===== src/rtl/gru_hidden_streamer_if.sv =====
// Valid/ready stream carrying one hidden-state element per beat, tagged with its index
// and a last flag on the final element of the vector.
interface gru_hidden_streamer_if #(
  parameter int unsigned H          = 16,
  parameter int unsigned DATA_WIDTH = 15
) ();
  localparam int unsigned IdxW = $clog2(H);

  logic                  m_valid;
  logic                  m_ready;
  logic [DATA_WIDTH-1:0] m_data;
  logic [IdxW-1:0]       m_index;
  logic                  m_last;

  modport master (
    output m_valid,
    output m_data,
    output m_index,
    output m_last,
    input  m_ready
  );

  modport slave (
    input  m_valid,
    input  m_data,
    input  m_index,
    input  m_last,
    output m_ready
  );
endinterface


===== src/rtl/gru_hidden_streamer.sv =====
// Captures the GRU hidden state on done_i, feeds it back as h_prev_o and serialises it,
// element 0 first, onto a valid/ready stream with registered outputs.
module gru_hidden_streamer #(
  parameter int unsigned H          = 16,
  parameter int unsigned DATA_WIDTH = 15,
  parameter int unsigned CNT_WIDTH  = 16
) (
  input  logic                             clk,
  input  logic                             rst_n,
  input  logic                             done_i,
  input  logic [H-1:0][DATA_WIDTH-1:0]     h_t_i,
  output logic [H-1:0][DATA_WIDTH-1:0]     h_prev_o,
  gru_hidden_streamer_if.master            m_if,
  output logic                             busy_o,
  output logic                             overrun_o,
  input  logic                             clear_overrun_i,
  output logic [CNT_WIDTH-1:0]             frame_count_o
);

  localparam int unsigned IdxW = $clog2(H);

  typedef enum logic [0:0] {StIdle, StStream} state_e;

  state_e                          state_q, state_d;
  logic [IdxW-1:0]                 idx_q, idx_d;
  logic [H-1:0][DATA_WIDTH-1:0]    buf_q, buf_d;
  logic [H-1:0][DATA_WIDTH-1:0]    h_prev_q, h_prev_d;
  logic                            valid_q, valid_d;
  logic [DATA_WIDTH-1:0]           data_q, data_d;
  logic                            last_q, last_d;
  logic                            overrun_q, overrun_d;
  logic [CNT_WIDTH-1:0]            cnt_q, cnt_d;

  logic                            handshake;
  logic                            final_hs;
  logic                            accept;
  logic                            drop;
  logic [IdxW-1:0]                 idx_inc;

  assign handshake = valid_q & m_if.m_ready;
  // last_q is only ever set while streaming the final element.
  assign final_hs  = handshake & last_q;
  assign idx_inc   = idx_q + IdxW'(1);

  always_comb begin
    state_d   = state_q;
    idx_d     = idx_q;
    buf_d     = buf_q;
    h_prev_d  = h_prev_q;
    valid_d   = valid_q;
    data_d    = data_q;
    last_d    = last_q;
    overrun_d = overrun_q;
    cnt_d     = cnt_q;
    accept    = 1'b0;
    drop      = 1'b0;

    unique case (state_q)
      StIdle: begin
        accept = done_i;
      end
      StStream: begin
        // A new vector fits only in the slot freed by the final handshake.
        accept = done_i & final_hs;
        drop   = done_i & ~final_hs;
        if (final_hs) begin
          cnt_d = cnt_q + CNT_WIDTH'(1);
        end
      end
      default: ;
    endcase

    if (accept) begin
      state_d  = StStream;
      buf_d    = h_t_i;
      h_prev_d = h_t_i;
      idx_d    = '0;
      valid_d  = 1'b1;
      data_d   = h_t_i[0];
      last_d   = 1'b0;
    end else if (final_hs) begin
      state_d = StIdle;
      idx_d   = '0;
      valid_d = 1'b0;
      data_d  = '0;
      last_d  = 1'b0;
    end else if (handshake) begin
      idx_d  = idx_inc;
      data_d = buf_q[idx_inc];
      last_d = (idx_inc == IdxW'(H - 1));
    end

    if (drop) begin
      overrun_d = 1'b1;
    end else if (clear_overrun_i) begin
      overrun_d = 1'b0;
    end
  end

  always_ff @(posedge clk or negedge rst_n) begin
    if (!rst_n) begin
      state_q   <= StIdle;
      idx_q     <= '0;
      buf_q     <= '0;
      h_prev_q  <= '0;
      valid_q   <= 1'b0;
      data_q    <= '0;
      last_q    <= 1'b0;
      overrun_q <= 1'b0;
      cnt_q     <= '0;
    end else begin
      state_q   <= state_d;
      idx_q     <= idx_d;
      buf_q     <= buf_d;
      h_prev_q  <= h_prev_d;
      valid_q   <= valid_d;
      data_q    <= data_d;
      last_q    <= last_d;
      overrun_q <= overrun_d;
      cnt_q     <= cnt_d;
    end
  end

  assign m_if.m_valid  = valid_q;
  assign m_if.m_data   = data_q;
  assign m_if.m_index  = idx_q;
  assign m_if.m_last   = last_q;
  assign h_prev_o      = h_prev_q;
  assign busy_o        = (state_q == StStream);
  assign overrun_o     = overrun_q;
  assign frame_count_o = cnt_q;

  // A stalled word must stay put until the consumer takes it.
  a_hold_stalled: assert property (@(posedge clk) disable iff (!rst_n)
    (m_if.m_valid && !m_if.m_ready) |=>
      (m_if.m_valid && $stable(m_if.m_data) && $stable(m_if.m_index) && $stable(m_if.m_last)));

  a_last_at_end: assert property (@(posedge clk) disable iff (!rst_n)
    m_if.m_last |-> (m_if.m_index == IdxW'(H - 1)));

endmodule


===== src/flat_wrapper.sv =====
// flat-port wrapper written by rule: the top's interface ports become plain ports
module gru_hidden_streamer_flat 
#(
  parameter int unsigned H          = 16,
  parameter int unsigned DATA_WIDTH = 15,
  parameter int unsigned CNT_WIDTH  = 16
)
  (clk, rst_n, done_i, h_t_i, h_prev_o, busy_o, overrun_o, clear_overrun_i, frame_count_o, m_if_m_valid, m_if_m_data, m_if_m_index, m_if_m_last, m_if_m_ready);
  gru_hidden_streamer_if #(.H(H), .DATA_WIDTH(DATA_WIDTH)) m_if_i ();
  input  logic clk;
  input  logic rst_n;
  input  logic done_i;
  input  logic [H-1:0][DATA_WIDTH-1:0] h_t_i;
  output logic [H-1:0][DATA_WIDTH-1:0] h_prev_o;
  output logic busy_o;
  output logic overrun_o;
  input  logic clear_overrun_i;
  output logic [CNT_WIDTH-1:0] frame_count_o;
  output wire logic [$bits(m_if_i.m_valid)-1:0] m_if_m_valid;
  output wire logic [$bits(m_if_i.m_data)-1:0] m_if_m_data;
  output wire logic [$bits(m_if_i.m_index)-1:0] m_if_m_index;
  output wire logic [$bits(m_if_i.m_last)-1:0] m_if_m_last;
  input wire logic [$bits(m_if_i.m_ready)-1:0] m_if_m_ready;
  assign m_if_m_valid = m_if_i.m_valid;
  assign m_if_m_data = m_if_i.m_data;
  assign m_if_m_index = m_if_i.m_index;
  assign m_if_m_last = m_if_i.m_last;
  assign m_if_i.m_ready = m_if_m_ready;
  gru_hidden_streamer #(.H(H), .DATA_WIDTH(DATA_WIDTH), .CNT_WIDTH(CNT_WIDTH)) u_core (.clk(clk), .rst_n(rst_n), .done_i(done_i), .h_t_i(h_t_i), .h_prev_o(h_prev_o), .m_if(m_if_i), .busy_o(busy_o), .overrun_o(overrun_o), .clear_overrun_i(clear_overrun_i), .frame_count_o(frame_count_o));
endmodule

===== config.mk =====
export PLATFORM = sky130hd
export DESIGN_NAME = gru_hidden_streamer_flat
export DESIGN_NICKNAME = d
export VERILOG_FILES = /design/src/rtl/gru_hidden_streamer_if.sv /design/src/rtl/gru_hidden_streamer.sv /design/src/flat_wrapper.sv
export SDC_FILE = /design/constraint.sdc
export NUM_CORES = 1
export LEC_CHECK = 0
export ABC_AREA = 1
export CAP_MARGIN = 20
export CORE_ASPECT_RATIO = 0.6
export CORE_MARGIN = 2
export CORE_UTILIZATION = 35
export CTS_CLUSTER_DIAMETER = 150
export CTS_CLUSTER_SIZE = 30
export DETAILED_ROUTE_END_ITERATION = 7
export PLACE_DENSITY = 0.66
export SETUP_SLACK_MARGIN = 0.1
export SYNTH_ARGS = -nofsm -noshare
export SYNTH_HDL_FRONTEND = slang
export SYNTH_SLANG_ARGS = --single-unit
export TNS_END_PERCENT = 5

===== constraint.sdc =====
create_clock -name clk -period 5.6 [get_ports clk]
set_input_delay 1.68 -clock clk [delete_from_list [all_inputs] [get_ports clk]]
set_output_delay 1.68 -clock clk [all_outputs]
set_load 0.05 [all_outputs]

==> parameters.txt, run 1 <==
Parameter                              Value

Clock tree
  Number of instances resized during post-cts repair    0
  Root Buffer Master    clkbuf_16
  Number of sinks handled by clock tree synthesis    278
  CTS tree    done
  Clk_lat worst skew    520 ps
  Num CTS Buffers    13
  Max H-tree Level    1
  Post-CTS clock slew at the launch and capture registers of the worst setup and hold paths    130 ps
  CTS Hold Buffers Added    0
  Number of buffers on the longest clock path    3
  Post-CTS repair timing setup buffer count    0

Place
  Post-Place Worst Slack    1600 ps
  Cell area after placement    0.0197 sq mm
  Dpl hpwl    42,000 um
  Buffers added on ports    523
  Final weighted congestion in routability-driven placement    0.890

Outcome
  Result of the run    finished clean

STA
  Finish-stage setup viols    0
  Max transition margin    30.4%
  Fin Clk Skew    44.1 ps
  Final-report hold violation count    0
  Setup slack after layout    1410 ps
  Total negative slack    0 ps
  Max-slew violation count    0
  Portion of the clock cycle consumed by the worst path in the final layout    74.9%
  Shortest clock period the worst path allows after layout    4190 ps
  Highest clock frequency the design can meet    0.238 GHz
  Slew at the pin with the worst max-slew slack    1040 ps
  RSZ-0062 raised after global routing    no

Layout
  # fillers    3,845
  End-of-flow core utilization    49.8%
  Multi-input logic area    0.00557 sq mm
  Fraction of layout instances using a drive strength above 1    11.7%
  Area occupied by registers    0.00696 sq mm
  Area growth syn-to-layout    40.9%
  Nets@finish    2,460
  Post-Layout Inst Area    0.0200 sq mm

Worst hold path
  Hold Crit Class    register to register
  Worst min-delay path startpoint    u_core.buf_q[118]

Routing
  Via total after detailed routing    13,400
  Number of nets with antenna violations after detailed routing    0
  Per-cell via count in the routed design    4.86
  Wire length reported by the detailed router    56,200 um
  DRC violation total after the first TritonRoute iteration    1,290
  Average wire per standard cell    20.4 um
  First-pass detailed-route iteration total    6
  DRC violations left    0

Die
  Core area    0.0402 sq mm
  Initial core utilization    35.3%
  Rows    57
  Die Wd    264 um
  Count of pins on the block boundary    524
  Die Y    160 um
  Area enclosed by the die boundary    0.0423 sq mm

Yosys
  Number of warnings issued by yosys    0
  Total nets after synthesis    2,001
  Fraction of registers with async set or reset after synthesis    100%
  Most frequently used flop master after synthesis    dfrtp_1
  EDFF count, synth    0
  Post-Syn Instances    1,753
  Part of the Yosys area used for sequential elements    48.9%
  Post-synthesis area per instance    8.11 sq um
  Distinct cell type count after synthesis    33
  Post-synthesis sequential element count    278
  Summed instance area of the synthesized netlist    0.0142 sq mm

Global route
  Busiest layer in global routing    met1
  Met3 capacity usage during global routing    6.78%
  GRT overflow    0
  Largest net degree at the start of global routing    104
  Total global routing track utilization    26.1%
  Global-route wire length before repair    83,500 um
  Initial antenna violation count    6
  Via count of the first global-routing pass    13,200
  Global-route met2 utilization    38.2%
  GRT met1 Usage    38.5%

Worst setup path
  Startpoint of the worst register-to-register path    u_core.m_if.m_index[0]
  Critical Path RT    3920 ps
  Path type of the worst setup path    register to primary output
  Source of the critical timing path    u_core.m_if.m_index[0]
  Cell type of the slowest stage on the worst timing path    dfrtp_4
  CP Launch Type    register
  Maximum net fanout on the critical path    64
  Type of destination of the critical path    primary output
  Largest delay contributor family on the critical path    flip-flops
  WP data arrival    2510 ps
  Delay of the slowest cell on the worst path    1010 ps
  Total buffers and inverters traversed by the critical path    1
  List of cells traversed by the critical path    clkdlybuf4s50_1

Power
  Post-layout total power    14.6 mW
  P_leak    9.14 nW
  PD cells    727 mW/mm^2
  Highest ir drop seen on vdd    0.000445 V

Run
  Number of violations of the max-capacitance limit    0
## kinds of logic (layout without fill, tap and decap cells)
logic type / count (synthesis) / count (layout) / synth area share, %
and+or+nand+nor: 846 / 846 / 26.4
buffers and inverters: 368 / 827 / 12.2
DFF: 278 / 278 / 48.9
AOI/OAI and AO/OA: 246 / 246 / 11.4
xor gates and xnor gates: 12 / 12 / 0.845
adders and majority gates: 3 / 3 / 0.264
other: 0 / 6 / 0
## synth_stat cells, types with 2 or more instances
| cell type | n | area, sq um |
|---|---|---|
| xor2_2 | 2 | 32.5 |
| nand3_1 | 206 | 1030 |
| inv_1 | 261 | 980 |
| xnor2_1 | 3 | 26.3 |
| ha_1 | 3 | 37.5 |
| nand2_1 | 508 | 1910 |
| nand4_1 | 2 | 12.5 |
| buf_2 | 53 | 265 |
| nor3_1 | 4 | 20.0 |
| o22ai_1 | 2 | 12.5 |
| nor2_2 | 2 | 12.5 |
| nand2_2 | 103 | 644 |
| nor2_4 | 2 | 22.5 |
| buf_4 | 5 | 37.5 |
| a21oi_1 | 3 | 15.0 |
| inv_2 | 5 | 18.8 |
| clkbuf_1 | 21 | 78.8 |
| nor2_1 | 12 | 45.0 |
| buf_6 | 10 | 113 |
| dfrtp_1 | 278 | 6960 |
| o21ai_0 | 56 | 280 |
| o21ai_1 | 81 | 405 |
| xor2_1 | 7 | 61.3 |
| o211ai_1 | 4 | 30.0 |
| nand3b_1 | 3 | 22.5 |
| buf_12 | 11 | 220 |
| o21ai_2 | 100 | 876 |
## cells in the final DEF (no fill, tap or decap), types with 3 or more instances in the layout
master | synthesis | final
a21oi_1 | 3 | 3
buf_12 | 11 | 4
buf_4 | 5 | 19
clkbuf_16 | 0 | 13
clkdlybuf4s50_1 | 0 | 522
dfrtp_1 | 278 | 277
diode_2 | 0 | 6
inv_1 | 261 | 260
inv_2 | 5 | 5
nand2_1 | 508 | 508
nand2_2 | 103 | 102
nand3_1 | 206 | 206
nand3b_1 | 3 | 3
nor2_1 | 12 | 12
nor3_1 | 4 | 4
o211ai_1 | 4 | 4
o21ai_0 | 56 | 56
o21ai_1 | 81 | 81
o21ai_2 | 100 | 100
xor2_1 | 7 | 6
## per-layer routing
| metal | vias up | part of all wire (%) |
|---|---|---|
| li1 | 6339 | - |
| met1 | 6449 | 46 |
| met2 | 500 | 43 |
| met3 | 66 | 8.3 |
| met4 | 0 | 2.5 |
| met5 | - | 0 |
## flip-flops by register name (all words and copies together), names as in the netlist
| name | count |
|---|---|
| u_core.buf_q | 240 |
| u_core.busy_o | 1 |
| u_core.frame_count_o | 16 |
| u_core.m_if.m_data | 15 |
| u_core.m_if.m_index | 4 |
| u_core.m_if.m_last | 1 |
| u_core.overrun_o | 1 |
## cell type report
cell class,instances,share of cell area [%]
antenna,6,0.0750
clock buffer,14,1.64
clock inverter,1,0.150
inverter,266,5.00
multi-input combinational,1107,27.8
sequential,278,34.7
tap,531,3.32
timing repair buffer,546,27.3
## worst paths after layout
check | end | slack, ps | cells past startpoint
setup / recovery | m_if_m_index[0] | 1410 | 1
hold / removal | u_core.buf_q[118] | 520 | 2
setup reg to reg | u_core.m_if.m_data[10] | 1810 | 10
hold reg to reg | u_core.buf_q[118] | 520 | 2
max in group asynchronous | u_core.buf_q[51] | 3350 | 2
min in group asynchronous | u_core.buf_q[99] | 1190 | 1
## report_power, final
group | total (mW) | switching [mW] | leakage, nW | internal, mW
combinational | 9.79 | 6.83 | 5.59 | 2.95
sequential | 3.62 | 0.673 | 3.38 | 2.95
clock | 1.15 | 0.709 | 0.173 | 0.439
## through the flow
| step | hold WS [ps] | std cells |
|---|---|---|
| after CTS | 518 | 2743 |
| after global placement | 477 | 2728 |
| final | 519 | 2749 |
| after detailed placement | 487 | 2728 |
| after global routing | 548 | 2745 |
| after floorplan | 758 | 1753 |
Power figures use the tool's default switching activity.
==> inputs of run 2 (changes only) <==
==> constraint.sdc (replaced) <==
create_clock -name clk -period 3.9 [get_ports clk]
set_input_delay 1.17 -clock clk [delete_from_list [all_inputs] [get_ports clk]]
set_output_delay 1.17 -clock clk [all_outputs]
set_load 0.05 [all_outputs]
==> parameters.txt, run 2 (synthesized netlist as in run 1, its figures left out) <==
Parameter                              Value

Die
  Count of pins on the block boundary    524 (unchanged)
  Die Wd    264 um (unchanged)
  Rows    57 (unchanged)
  Area enclosed by the die boundary    0.0423 sq mm (unchanged)
  Die Y    160 um (unchanged)
  Initial core utilization    35.3% (unchanged)
  Core area    0.0402 sq mm (unchanged)

Worst setup path
  Maximum net fanout on the critical path    37 (was 64)
  Delay of the slowest cell on the worst path    910 ps (was 1010 ps)
  Startpoint of the worst register-to-register path    u_core.m_if.m_index[0] (unchanged)
  Worst-case register-to-register setup slack    900 ps (was 1810 ps)
  Path type of the worst setup path    register to primary output (unchanged)
  Cell type of the slowest stage on the worst timing path    clkdlybuf4s50_1 (was dfrtp_4)
  Worst r2r path cells    9 (was 10)
  List of cells traversed by the critical path    clkdlybuf4s50_1 (unchanged)
  Type of destination of the critical path    primary output (unchanged)
  WP data arrival    2230 ps (was 2510 ps)
  Total buffers and inverters traversed by the critical path    1 (unchanged)
  Critical Path RT    2730 ps (was 3920 ps)
  Reg-to-reg endpoint    u_core.m_if.m_data[1] (was u_core.m_if.m_data[10])
  Source of the critical timing path    u_core.m_if.m_index[0] (unchanged)
  Largest delay contributor family on the critical path    buffers and inverters (was flip-flops)
  CP Launch Type    register (unchanged)

STA
  Highest clock frequency the design can meet    0.295 GHz
  Max-slew violation count    0 (unchanged)
  Portion of the clock cycle consumed by the worst path in the final layout    87.1%
  Max transition margin    34.3% (was 30.4%)
  Total negative slack    0 ps (unchanged)
  RSZ-0062 raised after global routing    no (unchanged)
  Finish-stage setup viols    0 (unchanged)
  Shortest clock period the worst path allows after layout    3400 ps
  Slew at the pin with the worst max-slew slack    980 ps (was 1040 ps)
  Final-report hold violation count    0 (unchanged)
  Setup slack after layout    505 ps (was 1410 ps)
  Fin Clk Skew    39.9 ps (was 44.1 ps)

Place
  Post-Place Worst Slack    764 ps (was 1600 ps)
  Buffers added on ports    523 (unchanged)
  Dpl hpwl    42,700 um (was 42,000 um)
  Total instance count after detailed placement    2,738 (was 2,728)
  Final weighted congestion in routability-driven placement    0.902 (was 0.890)

Clock tree
  Clk_lat worst skew    520 ps (about the same)
  Post-CTS clock slew at the launch and capture registers of the worst setup and hold paths    130 ps (about the same)
  Number of sinks handled by clock tree synthesis    278 (unchanged)
  Number of instances resized during post-cts repair    0 (unchanged)
  Number of buffers on the longest clock path    3 (unchanged)
  CTS tree    done (unchanged)
  Num CTS Buffers    13 (unchanged)
  CTS Hold Buffers Added    0 (unchanged)
  Root Buffer Master    clkbuf_16 (unchanged)
  Post-CTS repair timing setup buffer count    0 (unchanged)
  Max H-tree Level    1 (unchanged)

Outcome
  Result of the run    finished clean (unchanged)

Routing
  First-pass detailed-route iteration total    5 (was 6)
  DRC violation total after the first TritonRoute iteration    1,278 (was 1,290)
  Via total after detailed routing    13,300 (was 13,400)
  Per-cell via count in the routed design    4.84 (was 4.86)
  Wire length reported by the detailed router    55,700 um (was 56,200 um)
  Number of nets with antenna violations after detailed routing    0 (unchanged)
  Average wire per standard cell    20.2 um (was 20.4 um)
  DRC violations left    0 (unchanged)

Global route
  GRT overflow    0 (unchanged)
  Via count of the first global-routing pass    13,200 (about the same)
  Largest net degree at the start of global routing    89 (was 104)
  Total global routing track utilization    25.9% (was 26.1%)
  Global-route wire length before repair    82,800 um (was 83,500 um)
  Initial antenna violation count    4 (was 6)

Layout
  End-of-flow core utilization    50.1% (was 49.8%)
  Area growth syn-to-layout    41.7% (was 40.9%)
  Flip-flop count of the largest register, all copies and words added    240 (unchanged)
  Largest register by flop count    u_core.buf_q (unchanged)
  Fraction of layout instances using a drive strength above 1    12.1% (was 11.7%)
  Final non-filler cell total    2,755 (was 2,749)
  Nets@finish    2,470 (was 2,460)
  Leading cell types in the layout, fill and taps excluded    clkdlybuf4s50_1, nand2_1, dfrtp_1 (unchanged)
  Commonest non-fill, non-tap cell in the layout    clkdlybuf4s50_1 (unchanged)

Worst hold path
  Worst min-delay path startpoint    u_core.buf_q[58] (was u_core.buf_q[118])
  Worst hold path depth    2 (unchanged)
  Worst Hold Path EP    u_core.buf_q[58] (was u_core.buf_q[118])
  Hold Crit Class    register to register (unchanged)

Power
  PD cells    1040 mW/mm^2 (was 727 mW/mm^2)
  Highest ir drop seen on vdd    0.000556 V (was 0.000445 V)
  P_leak    9.21 nW (was 9.14 nW)

Run
  Number of violations of the max-capacitance limit    0 (unchanged)
[run 2: changes by cell type in the layout (fill, tap and decap cells not counted)]
cell	previous run	this run
buf_12	4	8
buf_4	19	25
diode_2	6	2
[run 2: worst reg2reg max path: cells and delay by family (launching register included)]
family | cells | cell delay [ps]
fa+ha+maj | 1 | 340
flops | 1 | 780
simple gates | 6 | 1120
buf+inv | 2 | 710
[run 2: worst max path at each step]
stage	end	depth (start not counted)	slack, ps
finish	m_if_m_index[0]	1	500
global placement	u_core.buf_q[171]	8	790
CTS	m_if_m_index[0]	1	480
floorplan	u_core.m_if.m_data[13]	13	1440
global route	m_if_m_index[0]	1	440
detailed placement	u_core.buf_q[89]	6	760
[run 2: where the power goes]
group	leakage, nW	switching, mW	total [mW]	internal, mW
sequential	3.38	0.928	5.16	4.23
combinational	5.65	9.87	14.2	4.29
clock	0.173	1.00	1.63	0.630
[run 2: area by class of cell]
class / instances / area (sq um)
Clock buffer: 14 / 329
Multi-Input combinational cell: 1107 / 5570
Fill cell: 3847 / 20100
Sequential cell: 278 / 6960
Timing Repair Buffer: 556 / 5590
Inverter: 266 / 1000
Tap cell: 531 / 664
Antenna cell: 2 / 5.00
Clock inverter: 1 / 30.0
[run 2: through the flow]
step	power, mW	instance area (sq um)	hold WS, ps
5_1_grt	22.1	20100	533
3_5_place_dp	19.3	19800	483
6_report	20.9	20100	514
2_1_floorplan	13.8	14200	758
3_3_place_gp	19.2	19800	478
4_1_cts	21.0	20100	514
[run 2: layer usage]
metal	track usage [%]	vias to the layer above	wire length [um]
li1	-	6351	-
met1	37.5	6400	25600
met2	37.6	520	23700
met3	7.76	69	4890
met4	6.64	4	1540
met5	0	-	21
